--- config.mk ---
export PLATFORM = sky130hd
export DESIGN_NAME = spi_tx_burst_arbiter
export DESIGN_NICKNAME = d
export VERILOG_FILES = /design/src/rtl/spi_arb_pkg.sv /design/src/rtl/spi_tx_burst_arbiter_rr_picker.sv /design/src/rtl/spi_tx_burst_arbiter.sv
export SDC_FILE = /design/constraint.sdc
export NUM_CORES = 1
export LEC_CHECK = 0
export ABC_AREA = 1
export CAP_MARGIN = 0
export CORE_ASPECT_RATIO = 1.5
export CORE_UTILIZATION = 26
export DETAILED_ROUTE_END_ITERATION = 10
export GPL_ROUTABILITY_DRIVEN = 0
export PLACE_DENSITY_LB_ADDON = 0.08
export SETUP_SLACK_MARGIN = 0.1
export SLEW_MARGIN = 20
export SYNTH_ARGS = -nofsm -noshare
export SYNTH_HDL_FRONTEND = slang
export SYNTH_SLANG_ARGS = --single-unit
export TNS_END_PERCENT = 100
--- constraint.sdc ---
create_clock -name ACLK -period 1.3 [get_ports ACLK]
set_clock_uncertainty 0.05 [all_clocks]
set_input_delay 0.195 -clock ACLK [delete_from_list [all_inputs] [get_ports ACLK]]
set_output_delay 0.195 -clock ACLK [all_outputs]
set_load 0.005 [all_outputs]
--- src/rtl/spi_arb_pkg.sv ---
// Shared types and default sizing for the SPI TX burst arbiter.
// Latency: none (declarations only).
// Backpressure: n/a.
package spi_arb_pkg;

    typedef enum logic [1:0] {
        IDLE  = 2'd0,
        GRANT = 2'd1,
        XFER  = 2'd2
    } arb_state_t;

    localparam int DEF_NUM_REQ        = 2;
    localparam int DEF_DATA_WIDTH     = 32;
    localparam int DEF_LEN_WIDTH      = 4;
    localparam int DEF_TIMEOUT_CYCLES = 256;

endpackage

--- src/rtl/spi_tx_burst_arbiter_rr_picker.sv ---
// Round-robin select: first set request at or above ptr, wrapping to bit 0.
// Latency: purely combinational.
// Backpressure: none; caller decides when the result is used.
module rr_picker #(
    parameter int N  = 2,
    parameter int PW = 1
) (
    input  logic [N-1:0]  req,
    input  logic [PW-1:0] ptr,
    output logic [N-1:0]  gnt,
    output logic          found
);

    // Walk the requests starting at ptr; the first hit wins.
    always_comb begin
        logic [PW-1:0] idx;
        gnt   = '0;
        found = 1'b0;
        idx   = '0;
        for (int k = 0; k < N; k++) begin
            idx = PW'((int'(ptr) + k) % N);
            if (!found && req[idx]) begin
                gnt[idx] = 1'b1;
                found    = 1'b1;
            end
        end
    end

endmodule

--- src/rtl/spi_tx_burst_arbiter.sv ---
// Round-robin burst arbiter sharing one SPI TX FIFO write port; optional stall timeout under SPI_ARB_TIMEOUT_EN.
// Latency: first FIFO write 2 cycles after req_valid is seen in IDLE, then 1 word/cycle; 2 dead cycles between bursts.
// Backpressure: fifo_full stalls the owner (no write, no count); only the owner ever sees req_data_ready.
module spi_tx_burst_arbiter
    import spi_arb_pkg::*;
#(
    parameter int NUM_REQ        = DEF_NUM_REQ,
    parameter int DATA_WIDTH     = DEF_DATA_WIDTH,
    parameter int LEN_WIDTH      = DEF_LEN_WIDTH,
    parameter int TIMEOUT_CYCLES = DEF_TIMEOUT_CYCLES
) (
    input  logic                            ACLK,
    input  logic                            rst_n,
    input  logic [NUM_REQ-1:0]              req_valid,
    input  logic [NUM_REQ*LEN_WIDTH-1:0]    req_len,
    input  logic [NUM_REQ*DATA_WIDTH-1:0]   req_data,
    input  logic [NUM_REQ-1:0]              req_data_valid,
    output logic [NUM_REQ-1:0]              req_data_ready,
    output logic [NUM_REQ-1:0]              grant,
    output logic [NUM_REQ-1:0]              burst_done,
    output logic [NUM_REQ-1:0]              burst_abort,
    input  logic                            fifo_full,
    output logic                            fifo_wr_en,
    output logic [DATA_WIDTH-1:0]           fifo_data,
    output logic                            busy
);

    localparam int PW = $clog2(NUM_REQ);

    if (NUM_REQ < 2 || NUM_REQ > 8 || TIMEOUT_CYCLES < 1) begin : g_cfg_err
        $error("spi_tx_burst_arbiter: NUM_REQ must be 2..8 and TIMEOUT_CYCLES >= 1");
    end

    arb_state_t           state;
    logic [PW-1:0]        rr_ptr;
    logic [PW-1:0]        owner;
    logic [LEN_WIDTH-1:0] cnt;

    logic [NUM_REQ-1:0]   pick_gnt;
    logic                 pick_found;
    logic [PW-1:0]        pick_idx;
    logic [LEN_WIDTH-1:0] pick_len;
    logic                 in_xfer;
    logic                 owner_vld;
    logic                 accept;
    logic                 timeout;
    logic [PW-1:0]        next_ptr;

    rr_picker #(.N(NUM_REQ), .PW(PW)) u_picker (
        .req   (req_valid),
        .ptr   (rr_ptr),
        .gnt   (pick_gnt),
        .found (pick_found)
    );

    // Encode the picked one-hot into an index and fetch that requester's length.
    always_comb begin
        pick_idx = '0;
        for (int i = 0; i < NUM_REQ; i++) begin
            if (pick_gnt[i]) pick_idx = PW'(i);
        end
        pick_len = req_len[pick_idx*LEN_WIDTH +: LEN_WIDTH];
    end

    assign in_xfer        = (state == XFER);
    assign owner_vld      = req_data_valid[owner];
    assign accept         = in_xfer & owner_vld & ~fifo_full;
    assign fifo_wr_en     = accept;
    assign fifo_data      = req_data[owner*DATA_WIDTH +: DATA_WIDTH];
    assign req_data_ready = (in_xfer & ~fifo_full) ? (NUM_REQ'(1) << owner) : '0;
    assign busy           = (state != IDLE);
    assign next_ptr       = (owner == PW'(NUM_REQ - 1)) ? '0 : owner + 1'b1;

`ifdef SPI_ARB_TIMEOUT_EN
    localparam int SW = $clog2(TIMEOUT_CYCLES + 1);
    logic [SW-1:0] stall_cnt;
    logic          stall;

    // Only owner-source starvation counts; FIFO-full cycles are legitimate waits.
    assign stall   = in_xfer & ~owner_vld & ~fifo_full;
    assign timeout = stall & (stall_cnt == SW'(TIMEOUT_CYCLES - 1));

    // Stall counter: cleared outside XFER and on every accepted word.
    always_ff @(posedge ACLK or negedge rst_n) begin
        if (!rst_n) begin
            stall_cnt <= '0;
        end else if (!in_xfer || accept) begin
            stall_cnt <= '0;
        end else if (stall) begin
            stall_cnt <= stall_cnt + 1'b1;
        end
    end
`else
    assign timeout = 1'b0;
`endif

    // Arbitration FSM with registered grant, word counter and done/abort pulses.
    always_ff @(posedge ACLK or negedge rst_n) begin
        if (!rst_n) begin
            state       <= IDLE;
            grant       <= '0;
            owner       <= '0;
            cnt         <= '0;
            rr_ptr      <= '0;
            burst_done  <= '0;
            burst_abort <= '0;
        end else begin
            burst_done  <= '0;
            burst_abort <= '0;
            case (state)
                IDLE: begin
                    if (pick_found) begin
                        grant <= pick_gnt;
                        owner <= pick_idx;
                        cnt   <= pick_len;
                        state <= GRANT;
                    end
                end
                GRANT: state <= XFER;
                XFER: begin
                    if (accept) begin
                        if (cnt == '0) begin
                            state      <= IDLE;
                            grant      <= '0;
                            burst_done <= grant;
                            rr_ptr     <= next_ptr;
                        end else begin
                            cnt <= cnt - 1'b1;
                        end
                    end else if (timeout) begin
                        state       <= IDLE;
                        grant       <= '0;
                        burst_abort <= grant;
                        rr_ptr      <= next_ptr;
                    end
                end
                default: state <= IDLE;
            endcase
        end
    end

endmodule
==> results of run 1 <==
sequential cells by signal, summed over array words and instances, names as in the netlist:
register and count:
cnt 4, rr_ptr 1, burst_done 2, owner 1, grant 2, state 2
critical path, stage by stage (launching register included):
cell and delay (ns):
dfrtp_2 0.46, inv_6 0.12, buf_6 0.12, nand2_4 0.04, nand2_2 0.07, nand2_2 0.07, inv_2 0.06, buf_2 0.10
Yosys cell counts:
library cell and n:
buf_2 1, buf_4 2, buf_6 1, clkbuf_1 5, conb_1 1, dfrtp_1 12
ha_1 1, inv_1 12, inv_6 1, nand2_1 138, nand2_2 3, nand3_1 9
nand3_2 1, nor2_1 10, nor2_2 1, nor2_4 1, nor3b_2 1, o21ai_0 4
o21ai_1 3, xnor2_1 1
cell type report:
class | instances | area share (%)
clock buffer | 4 | 1.81
inverter | 13 | 1.90
multi-input combinational | 175 | 30.5
sequential | 12 | 9.94
tap | 45 | 1.86
timing repair buffer | 172 | 54.0
power by group:
| group | internal, mW | switching (mW) | total (mW) |
|---|---|---|---|
| Clock | 0.269 | 0.161 | 0.430 |
| Combinational | 2.56 | 2.10 | 4.66 |
| Sequential | 0.537 | 0.166 | 0.703 |
metal layers:
layer,vias to the layer above,GRT usage (%)
met1,841,26.2
met3,17,3.27
met4,0,11.5
li1,961,-
met5,-,0
met2,79,50.1
per-stage QoR:
stage / cells / setup TNS, ns / utilization (%) / setup slack (ns)
after floorplan: 209 / 0 / - / 0.0370
after global routing: 421 / -10.72 / 75.3 / -0.292
after CTS: 418 / -7.65 / 73.3 / -0.209
after detailed placement: 386 / -12.31 / 63.1 / -0.391
after global placement: 386 / -11.90 / 63.1 / -0.389
final: 421 / -7.91 / 75.3 / -0.227
final timing paths:
path / startpoint / end
setup / recovery: owner / fifo_wr_en
hold / removal: rst_n / grant[1]
setup reg to reg: state[1] / cnt[1]
hold reg to reg: grant[0] / grant[0]
max in group asynchronous: rst_n / owner
min in group ACLK: grant[0] / grant[0]
cells by family (layout without fill, tap and decap cells):
group	Yosys count	in the layout
compound gates	7	7
xor+xnor	1	1
fa+ha+maj	1	1
buf+inv	22	189
flops	12	12
other cells	1	2
simple gates	164	164
what timing repair did:
action / CTS / global route
buffers inserted: 25 / 2
endpoints found under the hold margin: 0 / 0
gates cloned: 5 / 1
gates resized for setup: 213 / 15
pin swaps: 14 / 9
endpoints found under the setup margin: 51 / 47
==> results.cfg, run 1 <==
[synth]
netlist_area_mm2 = 0.00112
ys_types = 20
yosys.area_share.xor_xnor_pct = 0.780
ys_seq_elements = 12
synth-simple-area-share_pct = 58.7
synth_top_family_by_area = simple AND/OR/NAND/NOR gates
synth-compound-area-share_pct = 3.12
synth_top_cells_by_area = nand2_1 (46%), dfrtp_1 (27%), nand3_1 (4.0%)
yosysTopAreaCellShare_pct = 46.1
netlist_instances = 208
synth-warning-count = 0
synth_mux_area_share_pct = 0
ys_seq_area_share_pct = 26.7
synthAdderAreaFrac_pct = 1.11
yosysTopAreaCell = nand2_1
avgSynthCellArea_um2 = 5.40

[worst_setup_path]
arrival_ns = 1.28
critPathKind = flop to output port
crit_required_ns = 1.05
r2r_slack_ns = -0.21
r2r_cells = 9
crit_fanout = 7
start_kind = flop
worst_setup_path_end_kind = output port

[global_route]
grt_overflow = 0
grt_max_degree = 13
grt_pass1_vias = 1981
grt.total_usage_pct = 25.2
antenna_found_initial = 0
grt_pass1_wl_mm = 8.95

[clocking]
root_buffer = clkbuf_8
clk_latency_ns = 0.25
clockBufferDepth = 2
clock_sinks = 12
cts_hold_buf = 0
htree_levels = 1
clkTransAtPathRegs_ns = 0.06
cts_made_buffers = 3
cts_tree = built

[timing]
rsz0062_at_grt = yes
setup_ws_ns = -0.227
min_period_over_period_pct = 117
holdWs_ns = 0.198
setup-violations-final = 46
finalMaxSlewViolations = 0
finalHoldViolCount = 0
post-route-min-period_ns = 1.53
fmax_mhz = 655

[die]
die_x_um = 55.7
io_pins = 121
core-area_mm2 = 0.00403
die_h_um = 82.5
rows = 28
dieArea_mm2 = 0.00459
start_util_pct = 27.9

[placed_design]
portBuffers = 118
placed_area_mm2 = 0.00254
hpwl_mm = 3.98

[power_and_ir_drop]
power.total_mw = 5.79
powerDensity_mw_per_mm2 = 1910
vdd_drop_max_mv = 1.67
leakage_nw = 1.59

[drt]
route.vias.total = 1898
dr_wl_met2_mm = 3.27
drt_iter0_drc = 70
remaining_drc_errors = 0
dr.max_layer_used = met4
routedWlPerCell_um = 13.9
vias_per_cell = 4.51
met3_wirelength_um = 318
wl_met1_mm = 2.07
ant_nets = 0
drt_first_pass_iters = 4
routed_wl_mm = 5.87

[finish]
regArea_um2 = 302
nFillCells = 320
layout.cells.most_common = nand2_1
layout_common_cells = nand2_1 (103), clkdlybuf4s50_1 (78), buf_2 (35), nand2_2 (30), buf_4 (28)
n_antenna_cell = 0
drive_gt1_share_pct = 39.9
fin_area_mm2 = 0.00303
fin_nets = 457
syn_to_final_growth_pct = 170
multi_input_area_um2 = 926

[run_status]
violations = setup timing
status = finished with violations

[hold_path]
min_path_type = primary input to async pin

[run]
maxCapViolations = 0
No activity file was read; power rests on OpenSTA's default activity.
==> inputs of run 2 (changes only) <==
--- a/config.mk
+++ b/config.mk
@@ -11,8 +11,10 @@
 export CORE_UTILIZATION = 26
 export DETAILED_ROUTE_END_ITERATION = 10
 export GPL_ROUTABILITY_DRIVEN = 0
+export HOLD_SLACK_MARGIN = 0.1
 export PLACE_DENSITY_LB_ADDON = 0.08
 export SETUP_SLACK_MARGIN = 0.1
+export SKIP_LAST_GASP = 1
 export SLEW_MARGIN = 20
 export SYNTH_ARGS = -nofsm -noshare
 export SYNTH_HDL_FRONTEND = slang
==> run 2 against run 1 <==
Net effect:
- the flow still finishes with violations (setup timing)
- non-clock buffer count stayed put
- final area fell by 0.70%
- combinational power decreased by 2%
- first-iteration DRC count shrank 23%
- sequential power fell by 2%
- count of clock-buffer cells in the layout unchanged
- setup slack improved by 0.013 ns
- core utilization shrank 0.53 points
- largest cell class unchanged
==> results.cfg, run 2 (synthesized netlist as in run 1, its figures left out) <==
[finish]
syn_to_final_growth_pct = 168
multi_input_area_um2 = 908
nFillCells = 319
largest_reg_flops = 4
layout.cells.most_common = nand2_1
fin_nets = 457
regArea_um2 = 302
drive_gt1_share_pct = 39.1
layout_common_cells = nand2_1 (104), clkdlybuf4s50_1 (78), buf_2 (35), nand2_2 (31), buf_4 (30)
top_register = cnt
fin_area_mm2 = 0.00301
n_antenna_cell = 0

[power_and_ir_drop]
combPwrFrac_pct = 80.4
seqPwrFrac_pct = 12.1
powerDensity_mw_per_mm2 = 1890
power_frac_clock_pct = 7.5
leakage_nw = 1.57
p_sw_mw = 2.35
vdd_drop_max_mv = 1.37
intPower_mw = 3.34
switching_share_pct = 41.3

[worst_setup_path]
r2r_slack_ns = -0.19
crit_fanout = 7
critPathKind = flop to output port
worst_setup_path_end_kind = output port
r2r_start = owner
start_kind = flop
r2r_cells = 10
crit_required_ns = 1.05
r2r-end = cnt[2]
arrival_ns = 1.27

[global_route]
grt_overflow = 0
antenna_found_initial = 0
grt_pass1_vias = 1948
grt.total_usage_pct = 24.9
grt_pass1_wl_mm = 8.81
grt_max_degree = 13

[die]
die_h_um = 82.5
dieArea_mm2 = 0.00459
die_x_um = 55.7
start_util_pct = 27.9
core-area_mm2 = 0.00403
io_pins = 121
rows = 28

[drt]
ant_nets = 0
route.vias.total = 1886
routedWlPerCell_um = 13.3
vias_per_cell = 4.48
remaining_drc_errors = 0
drt_first_pass_iters = 3
routed_wl_mm = 5.62
drt_iter0_drc = 54

[run]
maxCapViolations = 0

[timing]
post-route-min-period_ns = 1.51
finalMaxSlewViolations = 0
rsz0062_at_grt = yes
finalHoldViolCount = 0
min_period_over_period_pct = 116
setup_ws_ns = -0.213
setup-violations-final = 45
fmax_mhz = 661
holdWs_ns = 0.202

[clocking]
root_buffer = clkbuf_8
clockBufferDepth = 2
clkTransAtPathRegs_ns = 0.06
cts_tree = built
cts_made_buffers = 3
clk_latency_ns = 0.25
clock_sinks = 12
htree_levels = 1

[placed_design]
hpwl_mm = 3.98
portBuffers = 118
placed_area_mm2 = 0.00254

[hold_path]
min_path_type = primary input to async pin

[run_status]
violations = setup timing
status = finished with violations
-- run 2: critical path, stage by stage (launching register included) --
cell and delay [ns]:
dfrtp_2 0.46, inv_6 0.12, buf_12 0.12, buf_6 0.10, nand2_1 0.04, nand2_1 0.05
buf_2 0.12
-- run 2: metrics by stage --
stage	util, %	cells	setup TNS, ns	setup slack [ns]	total power [mW]
6_report	74.8	421	-7.93	-0.213	5.69
5_1_grt	74.8	421	-11.15	-0.297	6.16
4_1_cts	72.9	418	-7.75	-0.209	5.47
3_5_place_dp	63.1	386	-12.31	-0.391	4.01
3_3_place_gp	63.1	386	-11.90	-0.389	3.98
2_1_floorplan	-	209	0	0.0370	2.10
-- run 2: power by group through the flow --
stage                     Clock [mW]  Combinational (mW)  Sequential (mW)
after floorplan                    0                1.45            0.659
after global placement             0                3.30            0.684
after detailed placement           0                3.32            0.690
after CTS                      0.427                4.36            0.683
after global routing           0.447                5.00            0.716
final                          0.425                4.57            0.690
-- run 2: worst max-delay path by stage --
stage / startpoint / endpoint / slack, ns
final: owner / fifo_data[14] / -0.21
after global routing: owner / fifo_data[29] / -0.30
after CTS: owner / fifo_data[7] / -0.21
after detailed placement: fifo_full / req_data_ready[1] / -0.39
after global placement: fifo_full / req_data_ready[0] / -0.39
after floorplan: cnt[0] / cnt[0] / 0.04
-- run 2: what timing repair did --
item / CTS / global route
endpoints found under the setup margin: 51 / 47
hold buffers: 0 / 0
cloned: 5 / 1
buffers inserted: 25 / 2
pin swaps: 14 / 6
gates resized for setup: 207 / 12
-- run 2: area by class of cell --
type | count | share of cell area, %
repair buffers | 172 | 54.2
well taps | 45 | 1.87
inverters | 13 | 1.91
flip-flops and latches | 12 | 10.0
clock buffers | 4 | 1.83
multi-input cells | 175 | 30.1
-- run 2: routing by layer --
| metal | vias to the layer above | track usage, % | wire length (um) |
|---|---|---|---|
| li1 | 957 | - | - |
| met1 | 831 | 26.2 | 1980 |
| met2 | 81 | 48.2 | 3100 |
| met3 | 17 | 3.43 | 301 |
| met4 | 0 | 12.5 | 236 |
| met5 | - | 0 | 0 |
